[src/rtl/alu_flag_monitor.sv]
// ALU status flag monitor: registers qualified flags, counts flag events,
// and traps with a halt request on a qualified signed overflow.
module alu_flag_monitor #(
  parameter int unsigned CNT_W   = 16,
  parameter bit          TRAP_EN = 1'b1
) (
  input  logic             clk,
  input  logic             rst_n,
  input  logic             en,
  input  logic             negative,
  input  logic             Zero,
  input  logic             Cout,
  input  logic             overflow,
  input  logic             clr,
  input  logic [1:0]       sel,
  output logic [CNT_W-1:0] count_out,
  output logic [CNT_W-1:0] sample_cnt,
  output logic [3:0]       flags_q,
  output logic             sticky_ovf,
  output logic             trap,
  output logic             halt_req
);

  typedef enum logic {
    MONITOR = 1'b0,
    TRAPPED = 1'b1
  } state_e;

  localparam logic [CNT_W-1:0] MAX = '1;

  state_e                 state_q, state_d;
  logic                   trap_q, trap_d;
  logic [3:0][CNT_W-1:0]  cnt_q, cnt_d;
  logic [CNT_W-1:0]       samp_q, samp_d;
  logic [3:0]             flags_d;
  logic                   sticky_q, sticky_d;
  logic [3:0]             flg_in;
  logic                   acc;

  assign flg_in = {overflow, Cout, Zero, negative};
  assign acc    = en & (state_q == MONITOR) & ~clr;

  // Next-state and trap pulse; clr forces the monitor back to MONITOR
  always_comb begin
    state_d = state_q;
    trap_d  = 1'b0;
    if (clr) begin
      state_d = MONITOR;
    end else begin
      unique case (state_q)
        MONITOR: begin
          if (acc & overflow & TRAP_EN) begin
            state_d = TRAPPED;
            trap_d  = 1'b1;
          end
        end
        TRAPPED: state_d = TRAPPED;
        default: state_d = MONITOR;
      endcase
    end
  end

  // Saturating event counters, sample counter, flag capture and sticky
  always_comb begin
    cnt_d    = cnt_q;
    samp_d   = samp_q;
    flags_d  = flags_q;
    sticky_d = sticky_q;
    if (clr) begin
      cnt_d    = '0;
      samp_d   = '0;
      flags_d  = '0;
      sticky_d = 1'b0;
    end else if (acc) begin
      flags_d = flg_in;
      if (samp_q != MAX) samp_d = samp_q + 1'b1;
      for (int i = 0; i < 4; i++) begin
        if (flg_in[i] && cnt_q[i] != MAX) cnt_d[i] = cnt_q[i] + 1'b1;
      end
      if (overflow) sticky_d = 1'b1;
    end
  end

  // State register with asynchronous clear
  always_ff @(posedge clk or negedge rst_n) begin
    if (!rst_n) begin
      state_q  <= MONITOR;
      trap_q   <= 1'b0;
      cnt_q    <= '0;
      samp_q   <= '0;
      flags_q  <= '0;
      sticky_q <= 1'b0;
    end else begin
      state_q  <= state_d;
      trap_q   <= trap_d;
      cnt_q    <= cnt_d;
      samp_q   <= samp_d;
      flags_q  <= flags_d;
      sticky_q <= sticky_d;
    end
  end

  assign count_out  = cnt_q[sel];
  assign sample_cnt = samp_q;
  assign sticky_ovf = sticky_q;
  assign trap       = trap_q;
  assign halt_req   = (state_q == TRAPPED);

endmodule

[config.mk]
export PLATFORM = sky130hd
export DESIGN_NAME = alu_flag_monitor
export DESIGN_NICKNAME = d
export VERILOG_FILES = /design/src/rtl/alu_flag_monitor.sv
export SDC_FILE = /design/constraint.sdc
export NUM_CORES = 1
export LEC_CHECK = 0
export ABC_CLOCK_PERIOD_IN_PS = 2340
export CAP_MARGIN = 10
export CORE_MARGIN = 2
export CORE_UTILIZATION = 35
export CTS_CLUSTER_DIAMETER = 50
export DETAILED_ROUTE_END_ITERATION = 6
export SYNTH_ARGS = -nofsm -noshare
export SYNTH_HDL_FRONTEND = slang
export SYNTH_SLANG_ARGS = --single-unit
[constraint.sdc]
create_clock -name clk -period 2.34 [get_ports clk]
set_clock_uncertainty 0.15 [all_clocks]
set_input_delay 0.468 -clock clk [delete_from_list [all_inputs] [get_ports clk]]
set_output_delay 0.468 -clock clk [all_outputs]
set_load 0.05 [all_outputs]
Word level (Yosys, flattened, before mapping)
Index checks and enable logic that the tools add are counted.
{"block": "totals", "ff_bits": 87, "input_bits": 10, "out_inout_bits": 39, "word_cells": 63}
{"block": "classes", "addsub": 5, "magnitude_cmp": 1, "eq_ne": 5, "mux": 21, "bitwise": 5, "reduce_logical": 17}
{"op": "16-bit 2-to-1 mux", "count": 8}
{"op": "64-bit 2-to-1 mux", "count": 2}
{"op": "16-bit by 1-bit adder with 16-bit output, second input constant", "count": 5}
{"op": "16-bit != test, second input constant", "count": 5}
{"op": "16-bit binary-select mux with 2-bit select", "count": 1}
{"op": "2-bit nonzero test", "count": 7}
{"op": "2-bit AND reduction", "count": 6}
{"op": "4-bit 2-to-1 mux", "count": 2}
{"op": "1-bit 2-to-1 mux", "count": 7}
{"op": "1-bit logical AND", "count": 4}
{"op": "1-bit bitwise AND", "count": 3}
{"op": "2-bit by 3-bit < comparator with 1-bit output, second input constant", "count": 1}
{"op": "1-bit inverter", "count": 2}
{"op": "1-bit case mux with 2 select lines", "count": 1}

Logic depth before layout (Yosys ltp)
{"block": "depth", "word_depth": 7, "ltp_mapped": 7, "mapped_depth_nobuf": 6}

Worst setup path before layout
Ideal clock, no wire load.
{"block": "synth_path", "path_type": "reg-to-reg", "startpoint": "reg state_q, in the netlist halt_req", "endpoint": "reg cnt_q[15] (netlist bit)", "setup_ns": 0.125, "arrival_time_ns": 2.229, "t_required_ns": 2.065, "slack_ns": -0.163, "stages_incl_launch_ff": 8, "n_path_buf": 2, "synth_period_minus_slack_ns": 2.503, "cell_sequence": "dfrtp_1 -> and2b_1 -> buf_4 -> nand2_1 -> or4_1 -> clkbuf_2 -> nor4_1 -> mux2_2"}
{"block": "synth_between", "elab_chain_len": 5}
{"item": "from (decl)", "line": "31", "text": "state_e state_q, state_d;"}
{"item": "from (signal assigned)", "line": "94", "text": "state_q <= state_d;"}
{"item": "1-bit inverter"}
{"item": "1-bit bitwise AND (2 in a row)", "line": "41", "text": "assign acc = en & (state_q == MONITOR) & ~clr;"}
{"item": "2-bit nonzero test (no source line)"}
{"item": "2-bit AND reduction (no source line)"}
{"item": "to (signal assigned)", "line": "96", "text": "cnt_q <= cnt_d;"}
{"item": "to (decl)", "line": "33", "text": "logic [3:0][CNT_W-1:0] cnt_q, cnt_d;"}
Every way passes these cells.
A chain may end at the register's enable or synchronous reset.

Final worst setup path
{"block": "layout_path", "startpoint": "in sel[1]", "endpoint": "out count_out[5]"}
{"block": "layout_between", "elab_chain_len": 2}
{"item": "from (decl)", "line": "15", "text": "input logic [1:0] sel,"}
{"item": "16-bit binary-select mux with 2-bit select", "line": "103", "text": "assign count_out = cnt_q[sel];"}
{"item": "16-bit 2-to-1 mux (implied by the code)", "line": "103"}
{"item": "to (decl)", "line": "16", "text": "output logic [CNT_W-1:0] count_out,"}
Every way passes these cells. The select of a mux whose other input is x is not followed.

==> out/metrics.yaml <==
cts_htree_levels: 3
cts_inserted_buffers: 9
rows: 42
clkSinkCount: 87
arrival_ns: 1.70
first_iter_violations: 529
cts_tree: "done"
endpoint_kind: "primary output"
clock_path_buffers: 2
die_w_um: 122
critical_path.slowest_cell: "clkdlybuf4s50_1"
grtUsageTotal: 0.180
ys_seq_area_frac: 0.450
leakage_nw: 2.38
start_util: 0.361
setup_tns_ns: 0
worstSkewPairLatency_ns: 0.35
fillers: 1266
grt_setup_unrepaired: "false"
place_inst: 739
core_area_um2: 13400
min_path_type: "register to register"
wl_per_cell_um: 16.5
die_area_um2: 14800
netlist_area_um2: 4840
outcome: "completed"
vias: 4110
path_cells: "clkdlybuf4s50_1, buf_12, mux4_2, buf_4"
grt_pass1_wl_um: 20500
critPathRequiredTime_ns: 1.72
gp_congestion: 0.879
crit_fanout: 16
grt_start_max_net_pins: 68
cpPeakStageDelay_ns: 0.51
fmax_mhz: 431
min_period_ns: 2.32
ant_nets: 0
finalHoldViolations: 0
crit_type: "primary input to primary output"
stdcell_count: 757
dp_hpwl_um: 9080
synth_ff_type: "dfrtp_1"
drive_gt1_frac: 0.169
viasPerCell: 5.43
async_flop_share: 1.00
drc: 0
crit_family: "buffers and inverters"
tightest_slew_ns: 0.525
gr-total-overflow: 0
insertedDiodeCount: 0
numPortBuffers: 48
setup_viol: 0
synthDistinctLibCells: 39
critPathBufInv: 3
fin_area_um2: 6070
synth-edff-count: 0
cts_root_buf: "clkbuf_16"
slew_headroom: 0.649
wl_um: 12500
grt_pass1_vias: 3941
antenna_found_initial: 0
synth_top_area_frac: 0.450
ys_ff_latch: 87
syn_inst: 503
syn2layout_area_growth_pct: 25.4
ys_top_cells_by_area: "dfrtp_1, xnor2_1, mux4_2, nor2_1, xor2_1"
max-cap-violations: 0
fin_util: 0.453
p_per_area_nw_per_um2: 536
yosys.area.top_type: "dfrtp_1"
synth_nets: 518
first_pass_iters: 5
nets: 591
fin_crit_sh: 0.991
pin_count: 49
die_h_um: 122
synth_warnings: 0
clk_pin_slew_ns: 0.06
peakVddDrop_mv: 0.323
post_dp_cell_area_um2: 5720
synth.avg_cell_area_um2: 9.62
startpoint_type: "primary input"
maxSlewViolCount: 0
[power by group]
group	internal (W)	switching (W)	total (W)
sequential	0.00152	0.0000201	0.00154
clock	0.000851	0.000573	0.00142
combinational	0.000110	0.000176	0.000285
total	0.00248	0.000769	0.00325
[cell usage after synthesis, types with 11 or more instances]
cell / instances
nand3_1: 27
xor2_1: 19
nor2_1: 82
nor3_1: 20
mux4_2: 16
nor4_1: 20
dfrtp_1: 87
nand2_1: 44
xnor2_1: 45
clkbuf_1: 19
a21oi_1: 19
o21ai_0: 11
nand4_1: 23
[final timing paths]
| kind | endpoint | slack, ns | from | cells after the start |
|---|---|---|---|---|
| max | count_out[5] | 0.02 | sel[1] | 4 |
| min | sticky_ovf$_DFFE_PN0P_ | 0.37 | sticky_ovf$_DFFE_PN0P_ | 2 |
| max reg2reg | cnt_q[9]$_DFFE_PN0P_ | 0.19 | cnt_q[0]$_DFFE_PN0P_ | 7 |
| min reg2reg | sticky_ovf$_DFFE_PN0P_ | 0.37 | sticky_ovf$_DFFE_PN0P_ | 2 |
| max in group asynchronous | cnt_q[55]$_DFFE_PN0P_ | 1.01 | rst_n | 3 |
| min in group asynchronous | sample_cnt[1]$_DFFE_PN0P_ | 0.46 | rst_n | 2 |
[kinds of logic (layout without fill, tap and decap cells)]
family	after synthesis	in the layout	synth area share
buffers and inverters	27	105	0.0222
AO/OA/AOI/OAI	36	36	0.0408
multiplexers	19	19	0.0812
flip-flops	87	87	0.450
adder cells (fa/ha/maj)	5	5	0.0129
AND/OR/NAND/NOR	265	265	0.277
XOR/XNOR	64	64	0.116
[registers in the layout (all words and copies together), names as in the netlist]
| name | cells |
|---|---|
| cnt_q | 64 |
| sample_cnt | 16 |
| flags_q | 4 |
| halt_req | 1 |
| sticky_ovf | 1 |
| trap | 1 |
[through the flow]
step	setup WS (ns)	power (W)	hold slack, ns
6_report	0.0222	0.00325	0.372
3_5_place_dp	-0.323	0.00185	0.298
4_1_cts	0.0171	0.00329	0.377
5_1_grt	0.00570	0.00338	0.409
2_1_floorplan	-0.0578	0.00172	0.0224
3_3_place_gp	-0.303	0.00185	0.295
[layer usage]
metal	wire length [µm]	vias to the layer above	global-route usage
met5	0	-	0
met4	215	0	0.0697
li1	-	1947	-
met3	689	14	0.0314
met1	5670	2016	0.248
met2	5880	133	0.285
[timing repair]
item / CTS / global route
endpoints found under the setup margin: 16 / 4
setup buffers: 0 / 0
hold endpoints to repair: 30 / 0
resized for setup: 3 / 3
gates cloned: 1 / 0
hold buffers: 1 / 0
[placed cells by master (no fill, tap or decap), types with 20 or more instances in the layout]
master / instances
clkdlybuf4s50_1: 29
nor3_1: 20
nand4_1: 23
nand3_1: 27
nor2_1: 82
dfrtp_1: 86
xnor2_1: 45
nand2_1: 44
buf_4: 48
[worst reg2reg max path: stages (launching register included)]
cell	delay, ns
dfrtp_1	0.38
ha_1	0.25
nand4_1	0.11
nor4_2	0.05
or4_4	0.51
buf_4	0.17
or3_1	0.30
a21oi_1	0.14
[final cells by class]
| cell class | instances | area, µm² | share of cell area |
|---|---|---|---|
| multi-input combinational | 389 | 2580 | 0.424 |
| timing repair buffer | 85 | 790 | 0.130 |
| clock inverter | 4 | 45.0 | 0.00742 |
| tap | 176 | 220 | 0.0363 |
| clock buffer | 12 | 246 | 0.0406 |
| sequential | 87 | 2180 | 0.359 |
| inverter | 4 | 15.0 | 0.00247 |
Power figures use the tool's default switching activity.
